### src/rtl/instr_decode.sv
// Decode-and-issue stage: decodes MIPS words on the write side into a 2-entry in-order buffer feeding the ALU.
// Optional INSTR_DECODE_DROP_ILLEGAL_EN drops illegal words at the input and counts them on illegal_cnt.
module instr_decode #(
   parameter int ID_W = 32
) (
   input  logic            clk,
   input  logic            reset,
   input  logic            in_valid,
   input  logic [31:0]     in_instr,
   output logic            in_ready,
   output logic            out_valid,
   input  logic            out_ready,
   output logic [31:0]     ir,
   output logic [ID_W-1:0] instr_ID,
   output logic [4:0]      dest,
   output logic [31:0]     operand_b,
   output logic            illegal
`ifdef INSTR_DECODE_DROP_ILLEGAL_EN
   ,
   output logic [15:0]     illegal_cnt
`endif
);

   typedef struct packed {
      logic [31:0] ir;
      logic [3:0]  id;
      logic [4:0]  dest;
      logic [31:0] opb;
      logic        ill;
   } entry_t;

   typedef enum logic [1:0] {EMPTY, ONE, TWO} state_t;

   state_t      state_q, state_d;
   entry_t      head_q, head_d, tail_q, tail_d, dec;
   logic [5:0]  opc, fn;
   logic        push, pop, wr;

   always_comb begin
      dec    = '0;
      dec.ir = in_instr;
      opc    = in_instr[31:26];
      fn     = in_instr[5:0];
      if (opc == 6'h00) begin
         case (fn)
            6'h20: dec.id = 4'd1;
            6'h22: dec.id = 4'd2;
            6'h21: dec.id = 4'd3;
            6'h23: dec.id = 4'd4;
            6'h24: dec.id = 4'd7;
            6'h25: dec.id = 4'd8;
            6'h00: begin dec.id = 4'd11; dec.opb = {27'd0, in_instr[10:6]}; end
            6'h02: begin dec.id = 4'd12; dec.opb = {27'd0, in_instr[10:6]}; end
            default: dec.id = 4'd0;
         endcase
      end else begin
         case (opc)
            6'h08: begin dec.id = 4'd5;  dec.opb = {{16{in_instr[15]}}, in_instr[15:0]}; end
            6'h09: begin dec.id = 4'd6;  dec.opb = {{16{in_instr[15]}}, in_instr[15:0]}; end
            6'h0C: begin dec.id = 4'd9;  dec.opb = {16'd0, in_instr[15:0]}; end
            6'h0D: begin dec.id = 4'd10; dec.opb = {16'd0, in_instr[15:0]}; end
            default: dec.id = 4'd0;
         endcase
      end
      dec.ill = (dec.id == 4'd0);
      if (!dec.ill)
         dec.dest = (opc == 6'h00) ? in_instr[15:11] : in_instr[20:16];
   end

   assign in_ready  = (state_q != TWO);
   assign out_valid = (state_q != EMPTY);
   assign push      = in_valid & in_ready;
   assign pop       = out_valid & out_ready;

`ifdef INSTR_DECODE_DROP_ILLEGAL_EN
   logic [15:0] cnt_q, cnt_d;
   assign wr = push & ~dec.ill;
   assign cnt_d = (push && dec.ill && cnt_q != 16'hFFFF) ? cnt_q + 16'd1 : cnt_q;
   assign illegal_cnt = cnt_q;
   always_ff @(posedge clk) begin
      if (!reset) cnt_q <= '0;
      else        cnt_q <= cnt_d;
   end
`else
   assign wr = push;
`endif

   // Vacated slots are zeroed so the outputs read 0 whenever out_valid is low.
   always_comb begin
      state_d = state_q;
      head_d  = head_q;
      tail_d  = tail_q;
      case (state_q)
         EMPTY: if (wr) begin head_d = dec; state_d = ONE; end
         ONE: begin
            if (wr && pop)  head_d = dec;
            else if (wr)    begin tail_d = dec; state_d = TWO; end
            else if (pop)   begin head_d = '0; state_d = EMPTY; end
         end
         TWO: if (pop) begin head_d = tail_q; tail_d = '0; state_d = ONE; end
         default: begin state_d = EMPTY; head_d = '0; tail_d = '0; end
      endcase
   end

   always_ff @(posedge clk) begin
      if (!reset) begin
         state_q <= EMPTY;
         head_q  <= '0;
         tail_q  <= '0;
      end else begin
         state_q <= state_d;
         head_q  <= head_d;
         tail_q  <= tail_d;
      end
   end

   assign ir        = head_q.ir;
   assign instr_ID  = ID_W'(head_q.id);
   assign dest      = head_q.dest;
   assign operand_b = head_q.opb;
   assign illegal   = head_q.ill;

endmodule

### config.mk
export PLATFORM = sky130hd
export DESIGN_NAME = instr_decode
export DESIGN_NICKNAME = d
export VERILOG_FILES = /design/src/rtl/instr_decode.sv
export SDC_FILE = /design/constraint.sdc
export NUM_CORES = 1
export LEC_CHECK = 0
export CORE_MARGIN = 3
export CORE_UTILIZATION = 50
export DETAILED_ROUTE_END_ITERATION = 8
export GPL_ROUTABILITY_DRIVEN = 0
export MAX_ROUTING_LAYER = met4
export PLACE_DENSITY = 0.81
export SETUP_SLACK_MARGIN = 0.5
export SLEW_MARGIN = 20
export SYNTH_ARGS = -nofsm -noshare
export SYNTH_HDL_FRONTEND = slang
export SYNTH_SLANG_ARGS = --single-unit
### constraint.sdc
create_clock -name clk -period 1.9 [get_ports clk]
set_input_delay 0.19 -clock clk [delete_from_list [all_inputs] [get_ports clk]]
set_output_delay 0.19 -clock clk [all_outputs]
set_load 0.01 [all_outputs]
==> impl_metrics.prom <==
# TYPE chip_impl_metric gauge
chip_impl_info{name="outcome",value="complete, but fails checks"} 1
chip_impl_metric{name="synth-seq-cells",unit=""} 120
chip_impl_info{name="rsz_0062_raised_after_global_routing",value="true"} 1
chip_impl_metric{name="synth_async_sr_flop_share",unit="%"} 0
chip_impl_metric{name="detail-route-antenna-nets",unit=""} 0
chip_impl_metric{name="critPathArrivalTime",unit="ps"} 2070
chip_impl_metric{name="dp_hpwl",unit="mm"} 11.8
chip_impl_metric{name="fin_nets",unit=""} 864
chip_impl_metric{name="power.density_cell_area",unit="nW/um^2"} 842
chip_impl_metric{name="clkTransAtPathRegs",unit="ps"} 60
chip_impl_info{name="top_library_cells_by_usage_in_the_layout_fill_and_taps_aside",value="sky130_fd_sc_hd__dfxtp_1, sky130_fd_sc_hd__dlygate4sd2_1, sky130_fd_sc_hd__buf_4, sky130_fd_sc_hd__nand2_1, sky130_fd_sc_hd__nor2_1"} 1
chip_impl_metric{name="grt_pass1_wl",unit="mm"} 31.1
chip_impl_metric{name="p_comb_share",unit="%"} 16.2
chip_impl_metric{name="global_route.usage.total",unit="%"} 31.9
chip_impl_metric{name="die_w",unit="microns"} 113
chip_impl_metric{name="final_cells",unit=""} 982
chip_impl_metric{name="final.setup.tns",unit="ps"} 0
chip_impl_metric{name="share_of_layout_cells_above_drive_strength_1",unit="%"} 29.7
chip_impl_metric{name="dieArea",unit="sq um"} 12700
chip_impl_metric{name="worstPathRequired",unit="ps"} 2220
chip_impl_metric{name="clk-insertion-delay-late",unit="ps"} 440
chip_impl_metric{name="syn-cell-area",unit="sq um"} 5680
chip_impl_metric{name="htreeDepth",unit=""} 4
chip_impl_metric{name="max_cap_violations",unit=""} 0
chip_impl_metric{name="maxSlewViolCount",unit=""} 0
chip_impl_info{name="ctsRootBufferMaster",value="sky130_fd_sc_hd__clkbuf_16"} 1
chip_impl_metric{name="grt_pass1_vias",unit=""} 5778
chip_impl_metric{name="rows",unit=""} 38
chip_impl_metric{name="maxClockFrequency",unit="MHz"} 573
chip_impl_metric{name="grt_antenna_before_repair",unit=""} 1
chip_impl_metric{name="clkPwrFrac",unit="%"} 48.1
chip_impl_metric{name="vdd_drop_max",unit="mV"} 0.584
chip_impl_info{name="synth-main-ff-cell",value="sky130_fd_sc_hd__dfxtp_1"} 1
chip_impl_metric{name="placement.io_buffers",unit=""} 111
chip_impl_info{name="worst_setup_path_start_kind",value="flip-flop"} 1
chip_impl_info{name="worst_hold_path_type",value="primary input to flip-flop"} 1
chip_impl_metric{name="design.core.area",unit="sq um"} 11000
chip_impl_metric{name="worst-path-max-fanout",unit=""} 6
chip_impl_metric{name="drt_wl_total",unit="mm"} 25.2
chip_impl_metric{name="route.vias.total",unit=""} 6653
chip_impl_metric{name="synthesis.area_per_instance",unit="sq um"} 8.55
chip_impl_metric{name="period_share",unit="%"} 91.9
chip_impl_metric{name="gr-total-overflow",unit=""} 0
chip_impl_metric{name="postCtsHoldBufs",unit=""} 0
chip_impl_metric{name="p_sw_share",unit="%"} 27.7
chip_impl_metric{name="timing.slew.headroom",unit="%"} 60.7
chip_impl_metric{name="leakagePower",unit="uW"} 0.00364
chip_impl_metric{name="drt_first_iter_violations",unit=""} 1052
chip_impl_metric{name="placed_cells",unit=""} 905
chip_impl_metric{name="p_seq_share",unit="%"} 35.8
chip_impl_metric{name="number_of_enable_type_register_cells_in_the_synthesized_netlist",unit=""} 0
chip_impl_metric{name="areaGrowthSynthToFinish",unit="%"} 54.8
chip_impl_metric{name="synth_cell_types",unit=""} 69
chip_impl_metric{name="synth-warning-count",unit=""} 0
chip_impl_info{name="failing_checks",value="design-rule violations"} 1
chip_impl_metric{name="synth-seq-area-share",unit="%"} 42.3
chip_impl_metric{name="avgViaCountPerCell",unit=""} 6.77
chip_impl_metric{name="pin_count",unit=""} 140
chip_impl_metric{name="syn-instance-count",unit=""} 664
chip_impl_metric{name="cts_bufs_inserted",unit=""} 17
chip_impl_metric{name="final-hold-violation-count",unit=""} 0
chip_impl_info{name="tritoncts_clock_tree",value="done"} 1
chip_impl_metric{name="worst_slew_pin_slew",unit="ps"} 573
chip_impl_metric{name="p_int",unit="uW"} 5350
chip_impl_metric{name="start_util",unit="%"} 51.7
chip_impl_info{name="final_common_cell",value="sky130_fd_sc_hd__dfxtp_1"} 1
chip_impl_metric{name="detail_route.wl_per_cell",unit="microns"} 25.6
chip_impl_info{name="setup.worst_path.end_class",value="flip-flop"} 1
chip_impl_info{name="worstSetupPathType",value="flip-flop to flip-flop"} 1
chip_impl_metric{name="period_needed",unit="ps"} 1750
chip_impl_metric{name="worst_clock_skew",unit="ps"} 13.9
chip_impl_metric{name="setup_viol_count_final",unit=""} 0
chip_impl_metric{name="drt_first_pass_iters",unit=""} 9
chip_impl_metric{name="drcViolationCount",unit=""} 9
chip_impl_metric{name="clock_tree.buffer_depth",unit=""} 2
chip_impl_metric{name="switchingPower",unit="uW"} 2050
chip_impl_metric{name="grt_start_max_net_pins",unit=""} 66
chip_impl_metric{name="chipHeight",unit="microns"} 113
chip_impl_metric{name="cts_sinks",unit=""} 120
per-layer routing:
metal	vias to the layer above	global-route usage (%)	share of wire (%)
met2	731	52.6	46
li1	2662	-	-
met1	3045	36.8	34
met5	-	-	0
met3	215	8.09	13
met4	0	13.5	7.8
cells in the mapped netlist (2+ instances only):
master / number / area share, %
sky130_fd_sc_hd__dfxtp_1: 120 / 42
sky130_fd_sc_hd__a22oi_1: 67 / 8.9
sky130_fd_sc_hd__nand2_1: 63 / 4.2
sky130_fd_sc_hd__nor2_1: 47 / 3.1
sky130_fd_sc_hd__buf_4: 44 / 5.8
sky130_fd_sc_hd__a21oi_1: 41 / 3.6
sky130_fd_sc_hd__o21ai_1: 41 / 3.6
sky130_fd_sc_hd__and2_1: 37 / 4.1
sky130_fd_sc_hd__nor3b_1: 30 / 4.0
sky130_fd_sc_hd__clkbuf_1: 28 / 1.9
sky130_fd_sc_hd__buf_2: 24 / 2.1
sky130_fd_sc_hd__nand3_1: 14 / 1.2
sky130_fd_sc_hd__o21ai_0: 11 / 0.97
sky130_fd_sc_hd__a222oi_1: 7 / 1.2
sky130_fd_sc_hd__mux2i_1: 6 / 1.1
sky130_fd_sc_hd__nor3_1: 5 / 0.44
sky130_fd_sc_hd__o31ai_1: 5 / 0.66
sky130_fd_sc_hd__a221oi_1: 4 / 0.62
sky130_fd_sc_hd__inv_1: 4 / 0.26
sky130_fd_sc_hd__o21a_1: 4 / 0.53
sky130_fd_sc_hd__a211oi_1: 3 / 0.40
sky130_fd_sc_hd__nand4_1: 3 / 0.33
sky130_fd_sc_hd__nor2b_1: 3 / 0.33
sky130_fd_sc_hd__a31oi_1: 2 / 0.22
sky130_fd_sc_hd__a32oi_1: 2 / 0.31
sky130_fd_sc_hd__and3_1: 2 / 0.22
sky130_fd_sc_hd__nand3b_1: 2 / 0.26
sky130_fd_sc_hd__or2_2: 2 / 0.22
sky130_fd_sc_hd__or3_1: 2 / 0.22
sky130_fd_sc_hd__or3_4: 2 / 0.40
layout make-up:
class | count | area [sq um]
diodes | 1 | 2.50
clock buffers | 18 | 439
clock inverters | 14 | 198
fillers | 604 | 2200
inverters | 5 | 18.8
multi-input cells | 468 | 3300
flip-flops and latches | 120 | 2410
well taps | 140 | 175
repair buffers | 216 | 2240
worst max-delay path: stages, from the launching register on:
cell                       delay, ps
sky130_fd_sc_hd__dfxtp_4         400
sky130_fd_sc_hd__mux2_4          370
sky130_fd_sc_hd__a211oi_4        340
sky130_fd_sc_hd__buf_6           200
sky130_fd_sc_hd__buf_8           140
sky130_fd_sc_hd__a22oi_2          90
sky130_fd_sc_hd__o31ai_1         100
kinds of logic (layout without fill, tap and decap cells):
| logic type | after synthesis | count (layout) | share of synthesized area (%) |
|---|---|---|---|
| AOI/OAI and AO/OA | 206 | 206 | 24.3 |
| xor gates and xnor gates | 1 | 1 | 0.154 |
| buffers and inverters | 103 | 253 | 10.4 |
| DFF | 120 | 120 | 42.3 |
| muxes | 7 | 7 | 1.26 |
| other | 1 | 29 | 0.0661 |
| and+or+nand+nor | 226 | 226 | 21.6 |
state kept, by name (all words and copies together), names as in the netlist:
register and count:
ir 32, illegal 1, operand_b 17, instr_ID 4, dest 5, tail_q 59, state_q 2
power groups by stage:
stage	registers (uW)	clock network (uW)	logic, uW
6_report	2650	3560	1200
5_1_grt	2650	3640	1230
4_1_cts	2640	3470	934
3_5_place_dp	2700	0	868
3_3_place_gp	2690	0	849
2_1_floorplan	2710	0	474
path summary, 6_finish.rpt:
kind | from | end | slack, ps | cells past startpoint
worst max-delay path | state_q[0] | dest[3] | 150 | 6
worst min-delay path | in_instr[4] | tail_q[46] | 220 | 3
worst max register to register | state_q[0] | dest[3] | 150 | 6
worst min register to register | operand_b[11] | operand_b[11] | 450 | 2
stage by stage:
stage          total power [uW]  hold WS (ps)  utilization (%)  setup WS (ps)  instance area, sq um
4_1_cts                    7040           253             72.8            332                  8000
2_1_floorplan              3180           338                -            462                  5850
3_5_place_dp               3570           441             64.5           -170                  7080
3_3_place_gp               3540           437             64.5           -112                  7080
5_1_grt                    7520           259             80.0            151                  8780
6_report                   7400           219             80.0            155                  8780
timing repair:
item / CTS / global route
buffers inserted: 17 / 13
endpoints found under the setup margin: 189 / 125
pin swaps: 15 / 64
gates cloned: 5 / 9
resized for setup: 129 / 127
No activity file was read; power rests on OpenSTA's default activity.
